<file path="config.mk">
export PLATFORM = sky130hd
export DESIGN_NAME = muldiv_unit
export DESIGN_NICKNAME = d
export VERILOG_FILES = /design/src/rtl/muldiv_pkg.sv /design/src/rtl/muldiv_unit.sv
export SDC_FILE = /design/constraint.sdc
export NUM_CORES = 1
export LEC_CHECK = 0
export BUFFER_PORTS_ARGS = -buffer_cell sky130_fd_sc_hd__buf_2
export CAP_MARGIN = 20
export CORE_MARGIN = 5
export CORE_UTILIZATION = 35
export CTS_CLUSTER_DIAMETER = 50
export DETAILED_ROUTE_END_ITERATION = 10
export SYNTH_ARGS = -nofsm -noshare
export SYNTH_HDL_FRONTEND = slang
export SYNTH_SLANG_ARGS = --single-unit
</file>
<file path="constraint.sdc">
create_clock -name clk -period 5 [get_ports clk]
set_input_delay 0.25 -clock clk [delete_from_list [all_inputs] [get_ports clk]]
set_output_delay 0.25 -clock clk [all_outputs]
set_load 0.1 [all_outputs]
</file>
<file path="src/rtl/muldiv_pkg.sv">
// Shared encodings for the iterative multiply/divide unit: operation codes,
// FSM state encoding and the divide-by-zero quotient constant.
package muldiv_pkg;

  typedef enum logic [1:0] {
    OP_MULT  = 2'b00,
    OP_MULTU = 2'b01,
    OP_DIV   = 2'b10,
    OP_DIVU  = 2'b11
  } op_e;

  typedef enum logic [1:0] {
    ST_IDLE = 2'b00,
    ST_CALC = 2'b01,
    ST_FIX  = 2'b10
  } state_e;

  // Wide enough for any supported WIDTH; users slice the low WIDTH bits.
  localparam logic [63:0] DIV0_QUOT = '1;

endpackage

</file>
<file path="src/rtl/muldiv_unit.sv">
// Iterative MULT/MULTU/DIV/DIVU unit with architectural HI/LO registers.
// One shared 2*WIDTH shift register does shift-add multiply or restoring divide.
module muldiv_unit
  import muldiv_pkg::*;
#(
  parameter int WIDTH = 32
) (
  input  logic             clk,
  input  logic             rst_n,
  input  logic             start,
  input  logic [1:0]       op,
  input  logic [WIDTH-1:0] rs_data,
  input  logic [WIDTH-1:0] rt_data,
  input  logic             hi_we,
  input  logic             lo_we,
  input  logic [WIDTH-1:0] wdata,
  output logic             busy,
  output logic             done,
  output logic [WIDTH-1:0] hi,
  output logic [WIDTH-1:0] lo
);

  // Handshake: start is taken only on an edge where busy=0 (IDLE), with no
  // queuing. busy stays high for WIDTH+1 cycles after that edge; busy falls
  // on the edge that raises done, and done is a one-cycle pulse with hi/lo
  // already holding the result. start during the done cycle is accepted.

  localparam int CW = $clog2(WIDTH) + 1;
  localparam logic [CW-1:0] LAST = CW'(WIDTH - 1);

  state_e state, state_nxt;

  logic [CW-1:0]      cnt;
  logic [2*WIDTH-1:0] acc;
  logic [WIDTH-1:0]   opnd;
  logic               is_div;
  logic               neg_res;
  logic               neg_rem;
  logic               div0;

  logic               signed_op;
  logic [WIDTH-1:0]   rs_mag;
  logic [WIDTH-1:0]   rt_mag;
  logic [WIDTH:0]     add_sum;
  logic [WIDTH:0]     sub_diff;
  logic [2*WIDTH-1:0] acc_step;
  logic [2*WIDTH-1:0] prod;
  logic [WIDTH-1:0]   quot_mag;
  logic [WIDTH-1:0]   rem_mag;
  logic [WIDTH-1:0]   res_hi;
  logic [WIDTH-1:0]   res_lo;

  always_ff @(posedge clk or negedge rst_n) begin
    if (!rst_n) state <= ST_IDLE;
    else        state <= state_nxt;
  end

  always_comb begin
    state_nxt = state;
    busy      = (state != ST_IDLE);
    case (state)
      ST_IDLE: if (start) state_nxt = ST_CALC;
      ST_CALC: if (cnt == LAST) state_nxt = ST_FIX;
      ST_FIX:  state_nxt = ST_IDLE;
      default: state_nxt = ST_IDLE;
    endcase
  end

  always_comb begin
    signed_op = (op == OP_MULT) || (op == OP_DIV);
    rs_mag    = (signed_op && rs_data[WIDTH-1]) ? -rs_data : rs_data;
    rt_mag    = (signed_op && rt_data[WIDTH-1]) ? -rt_data : rt_data;
  end

  // Divide keeps the bit shifted out of the partial remainder (WIDTH+1-bit
  // trial) so divisors with the top bit set still compare correctly.
  always_comb begin
    add_sum  = {1'b0, acc[2*WIDTH-1:WIDTH]} + {1'b0, (acc[0] ? opnd : {WIDTH{1'b0}})};
    sub_diff = acc[2*WIDTH-1:WIDTH-1] - {1'b0, opnd};
    if (is_div) begin
      if (sub_diff[WIDTH]) acc_step = {acc[2*WIDTH-2:0], 1'b0};
      else                 acc_step = {sub_diff[WIDTH-1:0], acc[WIDTH-2:0], 1'b1};
    end else begin
      acc_step = {add_sum, acc[WIDTH-1:1]};
    end
  end

  // With a zero divisor every trial succeeds, so the remainder half ends up
  // holding |rs|; re-signing it by sign(rs) restores rs_data exactly.
  always_comb begin
    prod     = neg_res ? -acc : acc;
    quot_mag = acc[WIDTH-1:0];
    rem_mag  = acc[2*WIDTH-1:WIDTH];
    if (is_div) begin
      res_hi = neg_rem ? -rem_mag : rem_mag;
      if (div0)         res_lo = DIV0_QUOT[WIDTH-1:0];
      else if (neg_res) res_lo = -quot_mag;
      else              res_lo = quot_mag;
    end else begin
      res_hi = prod[2*WIDTH-1:WIDTH];
      res_lo = prod[WIDTH-1:0];
    end
  end

  always_ff @(posedge clk or negedge rst_n) begin
    if (!rst_n) begin
      cnt     <= '0;
      acc     <= '0;
      opnd    <= '0;
      is_div  <= 1'b0;
      neg_res <= 1'b0;
      neg_rem <= 1'b0;
      div0    <= 1'b0;
      hi      <= '0;
      lo      <= '0;
      done    <= 1'b0;
    end else begin
      done <= 1'b0;
      case (state)
        ST_IDLE: begin
          if (start) begin
            cnt     <= '0;
            acc     <= {{WIDTH{1'b0}}, rs_mag};
            opnd    <= rt_mag;
            is_div  <= (op == OP_DIV) || (op == OP_DIVU);
            neg_res <= signed_op && (rs_data[WIDTH-1] ^ rt_data[WIDTH-1]);
            neg_rem <= signed_op && rs_data[WIDTH-1];
            div0    <= ((op == OP_DIV) || (op == OP_DIVU)) && (rt_data == '0);
          end else begin
            if (hi_we) hi <= wdata;
            if (lo_we) lo <= wdata;
          end
        end
        ST_CALC: begin
          acc <= acc_step;
          cnt <= cnt + 1'b1;
        end
        ST_FIX: begin
          hi   <= res_hi;
          lo   <= res_lo;
          done <= 1'b1;
        end
        default: ;
      endcase
    end
  end

endmodule

</file>
==> results_dict.tcl, run 1 <==
set metrics [dict create \
    cellLeakagePower_nw 6.87 \
    worst_path_dominant_cell_family "simple AND/OR/NAND/NOR gates" \
    postLayoutSetupSlackWorst_ps 993 \
    worstPathMaxFanout 36 \
    holdCritPathClass "in2reg" \
    cpPeakStageDelay_ps 860 \
    sequentialPowerShare 0.238 \
    number_of_clock_buffers_inserted_by_tritoncts 17 \
    synth.most_common_cell "o21ai_0" \
    switch_share 0.533 \
    async_sr_flop_fraction 1.00 \
    clk_latency_ps 450 \
    antenna_found_initial 1 \
    dr.pass1.iters 6 \
    wire_per_inst_um 19.9 \
    synth_largest_type_area_fraction 0.302 \
    fp-row-count 74 \
    ys_warn_count 0 \
    synth_seq_area_share 0.302 \
    critical_path.startpoint_type "register" \
    top_level_ports 169 \
    worstSetupPathType "reg2reg" \
    synthCells 1776 \
    achievable-frequency_mhz 250 \
    vias_in_the_first_global_route 13201 \
    finish.net_count 2058 \
    finish.cell_count_without_fillers 2428 \
    worst-endpoint-arrival_ps 4360 \
    critPathMostFrequentCell "a21oi_1" \
    setup_viol_count_final 0 \
    fillers 4162 \
    finalHoldViolations 0 \
    totalNegativeSetupSlack_ps 0 \
    initial_utilization 0.353 \
    htreeDepth 4 \
    ys_seq_elements 173 \
    total_power_density_per_cell_area_nw_per_um2 687 \
    fin_crit_ps 4010 \
    crit_cells 12 \
    mappedNetlistNets 1950 \
    buffer_ports.inserted 168 \
    worst_ir_drop_on_vdd_v 0.000355 \
    ctsRootBufferMaster "clkbuf_16" \
    synth_area_um2 14300 \
    netlist_top_cells_count "200 x o21ai_0, 186 x nand2_1, 173 x dfrtp_1" \
    core-area_um2 40600 \
    post_cts.resized_instances 0 \
    critPathCaptureType "register" \
    globalRouteOverflowTotal 0 \
    area_delta_synth_final_pct 13.0 \
    max_cap_violations 0 \
    dpl.hpwl_um 37500 \
    drcViolationCount 0 \
    post_cts_buffers 0 \
    worst_setup_path_startpoint "acc[31]" \
    die_height_um 212 \
    grt_use_total 0.209 \
    worst_r2r_endpoint "acc[32]" \
    drive_gt1_frac 0.131 \
    critPathRequiredTime_ps 5350 \
    synthDistinctLibCells 74 \
    placedCellCount 2396 \
    netlist_top_cells_area "dfrtp_1 30%, o21ai_0 7.0%, ha_1 6.0%, mux2i_1 5.4%, xnor2_1 5.4%" \
    worstReg2RegStart "acc[31]" \
    post_synth_edffs 0 \
    antenna_left 0 \
    grt_pass1_wl_um 75400 \
    worst_setup_hold_path_clk_slew_ps 80 \
    worst-slew-pin-transition_ps 1110 \
    placement.setup.worst_slack_ps 1060 \
    clkPwrFrac 0.124 \
    r2r_cells 12 \
    die_width_um 212 \
    syn_area_per_cell_um2 8.07 \
    drv_slew 0 \
    routabilityCongestion 0.954 \
    drt_iter0_drc 1295 \
    ctsLongestPathBuffers 2 \
    timing.slew.headroom 0.260 \
    synth.largest_area_cell "dfrtp_1" \
    route.final.wire_length_um 48200 \
    die_area_um2 45100 \
    final.period_utilization 0.801 \
    crit_buf_inv 1 \
    p_switching_mw 5.94 \
    tritoncts_clock_tree "done" \
    vias_per_cell 5.67 \
    worst_setup_path_endpoint "acc[32]" \
    grt_max_degree 96 \
    ys_dominant_reg_cell "dfrtp_1" \
    outcome "finished, final reports clean" \
    total_power_mw 11.1 \
    crit_path_top_delay_cell "and2_2" \
    routed-via-count 13774 \
    worstPathCellList "inv_1, ha_1, fa_1, nand2b_1, a21oi_1, o21ai_0, a21o_1, a21oi_1, or3_1, and2_2, mux2_2, o221ai_1" \
    intPower_mw 5.20 \
    cts.sink_count 173 \
    n_antenna_cell 0 \
    final.setup_skew_ps 15.1 \
    ff2ff_setup_slack_ps 990 \
    p_comb_frac 0.638 \
    rsz_0062_raised_after_global_routing "false" \
    ctsHoldBuffers 1 \
]
-- flip-flops by register name, indices dropped and copies added (netlist names), 2 cells and up --
signal / count
acc: 64
hi: 32
lo: 32
opnd: 32
cnt: 6
state: 2
-- cells by family (layout without fill, tap and decap cells) --
kind of cell               after synthesis  after routing  share of synthesized area
buffers and inverters                  158            278                     0.0454
and+or+nand+nor                        536            536                      0.180
DFF                                    173            173                      0.302
adders and majority gates               71             71                     0.0630
AOI/OAI and AO/OA                      595            595                      0.254
xor gates and xnor gates               164            164                      0.100
muxes                                   79             79                     0.0553
-- worst reg2reg max path: cells and delay by family (launching register included) --
family          cells  cell delay [ps]
compound gates      5             1100
flops               1              410
simple gates        3             1220
mux                 1              440
fa+ha+maj           2              650
buf+inv             1              100
-- final cells by class --
class,instances,area [µm²],area share
Tap cell,532,666,0.0411
Sequential cell,173,4330,0.267
Timing Repair Buffer,186,997,0.0616
Clock inverter,14,160,0.00989
Inverter,61,229,0.0141
Clock buffer,17,425,0.0263
Multi-Input combinational cell,1445,9390,0.580
-- worst min-delay path by stage --
| stage | start | endpoint | cells past startpoint | slack (ps) |
|---|---|---|---|---|
| global route | wdata[24] | lo[24] | 2 | 50 |
| detailed placement | rst_n | acc[15] | 1 | 370 |
| finish | wdata[24] | lo[24] | 2 | 60 |
| floorplan | rst_n | acc[0] | 0 | -50 |
| global placement | rst_n | acc[10] | 1 | 370 |
| CTS | wdata[24] | lo[24] | 2 | 40 |
-- power groups by stage --
stage | Clock, mW | Combinational (mW) | Sequential, mW
after floorplan | 0 | 4.60 | 3.21
after global placement | 0 | 6.96 | 2.64
after detailed placement | 0 | 6.99 | 2.66
after CTS | 1.41 | 7.03 | 2.63
after global routing | 1.47 | 7.75 | 2.73
final | 1.38 | 7.10 | 2.65
-- placed cells by master, fill, tap and decap left out, drive strengths merged, types with 25 or more instances in the layout --
cell type / count
ha: 69
dfrtp: 173
nor3: 36
xnor2: 89
o22ai: 36
xor2: 75
o31ai: 25
a21oi: 144
nor2: 125
o21ai: 202
a211oi: 44
buf: 185
inv: 66
or3: 33
mux2i: 78
nand2: 186
-- through the flow --
stage,utilization,hold WS [ps],cell area [µm²]
CTS,0.399,37.6,16200
floorplan,-,-45.6,14300
finish,0.399,58.0,16200
global placement,0.384,370,15600
global route,0.399,52.0,16200
detailed placement,0.384,369,15600
-- metal layers --
metal | global-route usage | wire length [µm]
met1 | 0.299 | 22300
met4 | 0.0569 | 1090
met2 | 0.329 | 21300
met3 | 0.0357 | 3460
met5 | 0 | 13
Power figures use the tool's default switching activity.
==> inputs of run 2 (changes only) <==
Clock period 5 ns to 3.8 ns, I/O delays scaled along.
==> run 2 against run 1 <==
First-iteration DRC count down 5.0%. Global-route usage up 0.37 points. Flip-flop and latch count unchanged. Via count up 1.5%. Hold slack worse by 20 ps. Sequential power up 25%. Critical path type unchanged. Critical endpoint is now acc[47].
==> results_dict.tcl, run 2 (synthesis gave the netlist of run 1 again) <==
set metrics [dict create \
    outcome "finished, final reports clean" \
    routabilityCongestion 0.957 \
    p_comb_frac 0.665 \
    fin_crit_ps 3480 \
    drt_iter0_drc 1230 \
    n_antenna_cell 0 \
    vias_in_the_first_global_route 13590 \
    grt_pass1_wl_um 76400 \
    critPathRequiredTime_ps 4110 \
    p_switching_mw 7.98 \
    drv_slew 0 \
    critPathCaptureType "register" \
    achievable-frequency_mhz 287 \
    cellLeakagePower_nw 7.06 \
    rsz_0062_raised_after_global_routing "false" \
    initial_utilization 0.353 \
    max_flop_register "acc" \
    totalNegativeSetupSlack_ps 0 \
    postLayoutSetupSlackWorst_ps 317 \
    core-area_um2 40600 \
    largest_register_ffs 64 \
    grt_use_total 0.213 \
    groute.layer.met2.usage 0.328 \
    ctsRootBufferMaster "clkbuf_16" \
    area_delta_synth_final_pct 15.1 \
    ff2ff_setup_slack_ps 320 \
    clk_latency_ps 460 \
    globalRouteOverflowTotal 0 \
    critical_path.startpoint_type "register" \
    route.final.wire_length_um 48800 \
    hold_path_startpoint "op[1]" \
    final.setup_skew_ps 13.7 \
    switch_share 0.531 \
    cts.sink_count 173 \
    wire_per_inst_um 19.8 \
    r2r_cells 13 \
    intPower_mw 7.04 \
    buffer_ports.inserted 168 \
    top_library_cells_by_usage_in_the_layout_fill_and_taps_aside "200 x o21ai_0, 185 x nand2_1, 172 x dfrtp_1" \
    number_of_clock_buffers_inserted_by_tritoncts 17 \
    antenna_found_initial 0 \
    worst_setup_hold_path_clk_slew_ps 70 \
    clkPwrFrac 0.115 \
    drive_gt1_frac 0.147 \
    finalHoldViolations 0 \
    tritoncts_clock_tree "done" \
    fp-row-count 74 \
    htreeDepth 4 \
    final_common_cell "o21ai_0" \
    worstSetupPathType "reg2reg" \
    die_height_um 212 \
    die_width_um 212 \
    max_cap_violations 0 \
    worst-endpoint-arrival_ps 3790 \
    grt_max_degree 98 \
    finish.net_count 2099 \
    grt_busiest_layer "met2" \
    ctsLongestPathBuffers 2 \
    grt_util_met3 0.0367 \
    dpl.hpwl_um 38300 \
    worstReg2RegStart "acc[31]" \
    total_power_density_per_cell_area_nw_per_um2 911 \
    placement.setup.worst_slack_ps 234 \
    dr.pass1.iters 7 \
    final.period_utilization 0.917 \
    die_area_um2 45100 \
    hold_depth 3 \
    holdCritPathClass "in2reg" \
    worst_ir_drop_on_vdd_v 0.000384 \
    worst_r2r_endpoint "acc[47]" \
    sequentialPowerShare 0.220 \
    setup_viol_count_final 0 \
    worstPathMaxFanout 16 \
    top_level_ports 169 \
    drcViolationCount 0 \
    hold_path_end "div0" \
    worst-slew-pin-transition_ps 1050 \
    timing.slew.headroom 0.297 \
    antenna_left 0 \
    vias_per_cell 5.66 \
    grt_util_met1 0.307 \
    routed-via-count 13974 \
]
[run 2: how the worst max path moves through the flow]
stage / start / end / slack (ps) / cells past startpoint
floorplan: acc[31] / acc[57] / 590 / 14
global placement: acc[31] / acc[63] / 320 / 13
detailed placement: acc[31] / acc[47] / 230 / 13
CTS: acc[31] / acc[47] / 190 / 13
global route: acc[31] / acc[59] / 40 / 12
finish: acc[31] / acc[47] / 320 / 13
[run 2: critical path, stage by stage (launching register included)]
cell and delay (ps):
dfrtp_1 400, inv_1 100, ha_1 240, fa_1 430, nand2b_1 190, a21oi_1 250, o21ai_0 240, a21o_1 270
a21oi_1 190, or3_1 160, and2_4 300, buf_12 210, mux2i_1 220, o221ai_1 130
[run 2: per-stage QoR]
step | power, mW | cells | utilization | instance area (µm²) | hold slack (ps)
6_report | 15.0 | 2467 | 0.406 | 16500 | 37.6
3_3_place_gp | 13.1 | 2436 | 0.392 | 15900 | 266
5_1_grt | 16.1 | 2467 | 0.406 | 16500 | 27.1
2_1_floorplan | 10.3 | 1776 | - | 14300 | -106
4_1_cts | 14.9 | 2467 | 0.406 | 16500 | 18.5
3_5_place_dp | 13.1 | 2436 | 0.392 | 15900 | 270
[run 2: per-layer routing]
metal | wire [µm] | vias to the layer above | part of all wire
li1 | - | 6775 | -
met1 | 23200 | 6688 | 0.47
met2 | 21200 | 445 | 0.43
met3 | 3150 | 66 | 0.065
met4 | 1280 | 0 | 0.026
met5 | 0 | - | 0
[run 2: what timing repair did]
item | in CTS | in global routing
hold buffers | 2 | 0
hold endpoints to repair | 77 | 0
buffers inserted | 0 | 0
gates resized for setup | 0 | 1
endpoints found under the setup margin | 0 | 7
[run 2: power groups by stage]
stage	registers (mW)	logic [mW]	clock network [mW]
after global placement	3.30	9.76	0
after CTS	3.28	9.88	1.75
after floorplan	4.22	6.06	0
final	3.30	10.0	1.73
after global routing	3.38	10.9	1.81
after detailed placement	3.31	9.84	0
[run 2: cell type report]
class | count | area, µm²
fill | 4130 | 24100
multi-input combinational | 1445 | 9390
sequential | 173 | 4330
timing repair buffer | 227 | 1350
tap | 532 | 666
clock buffer | 17 | 425
inverter | 61 | 229
clock inverter | 12 | 115
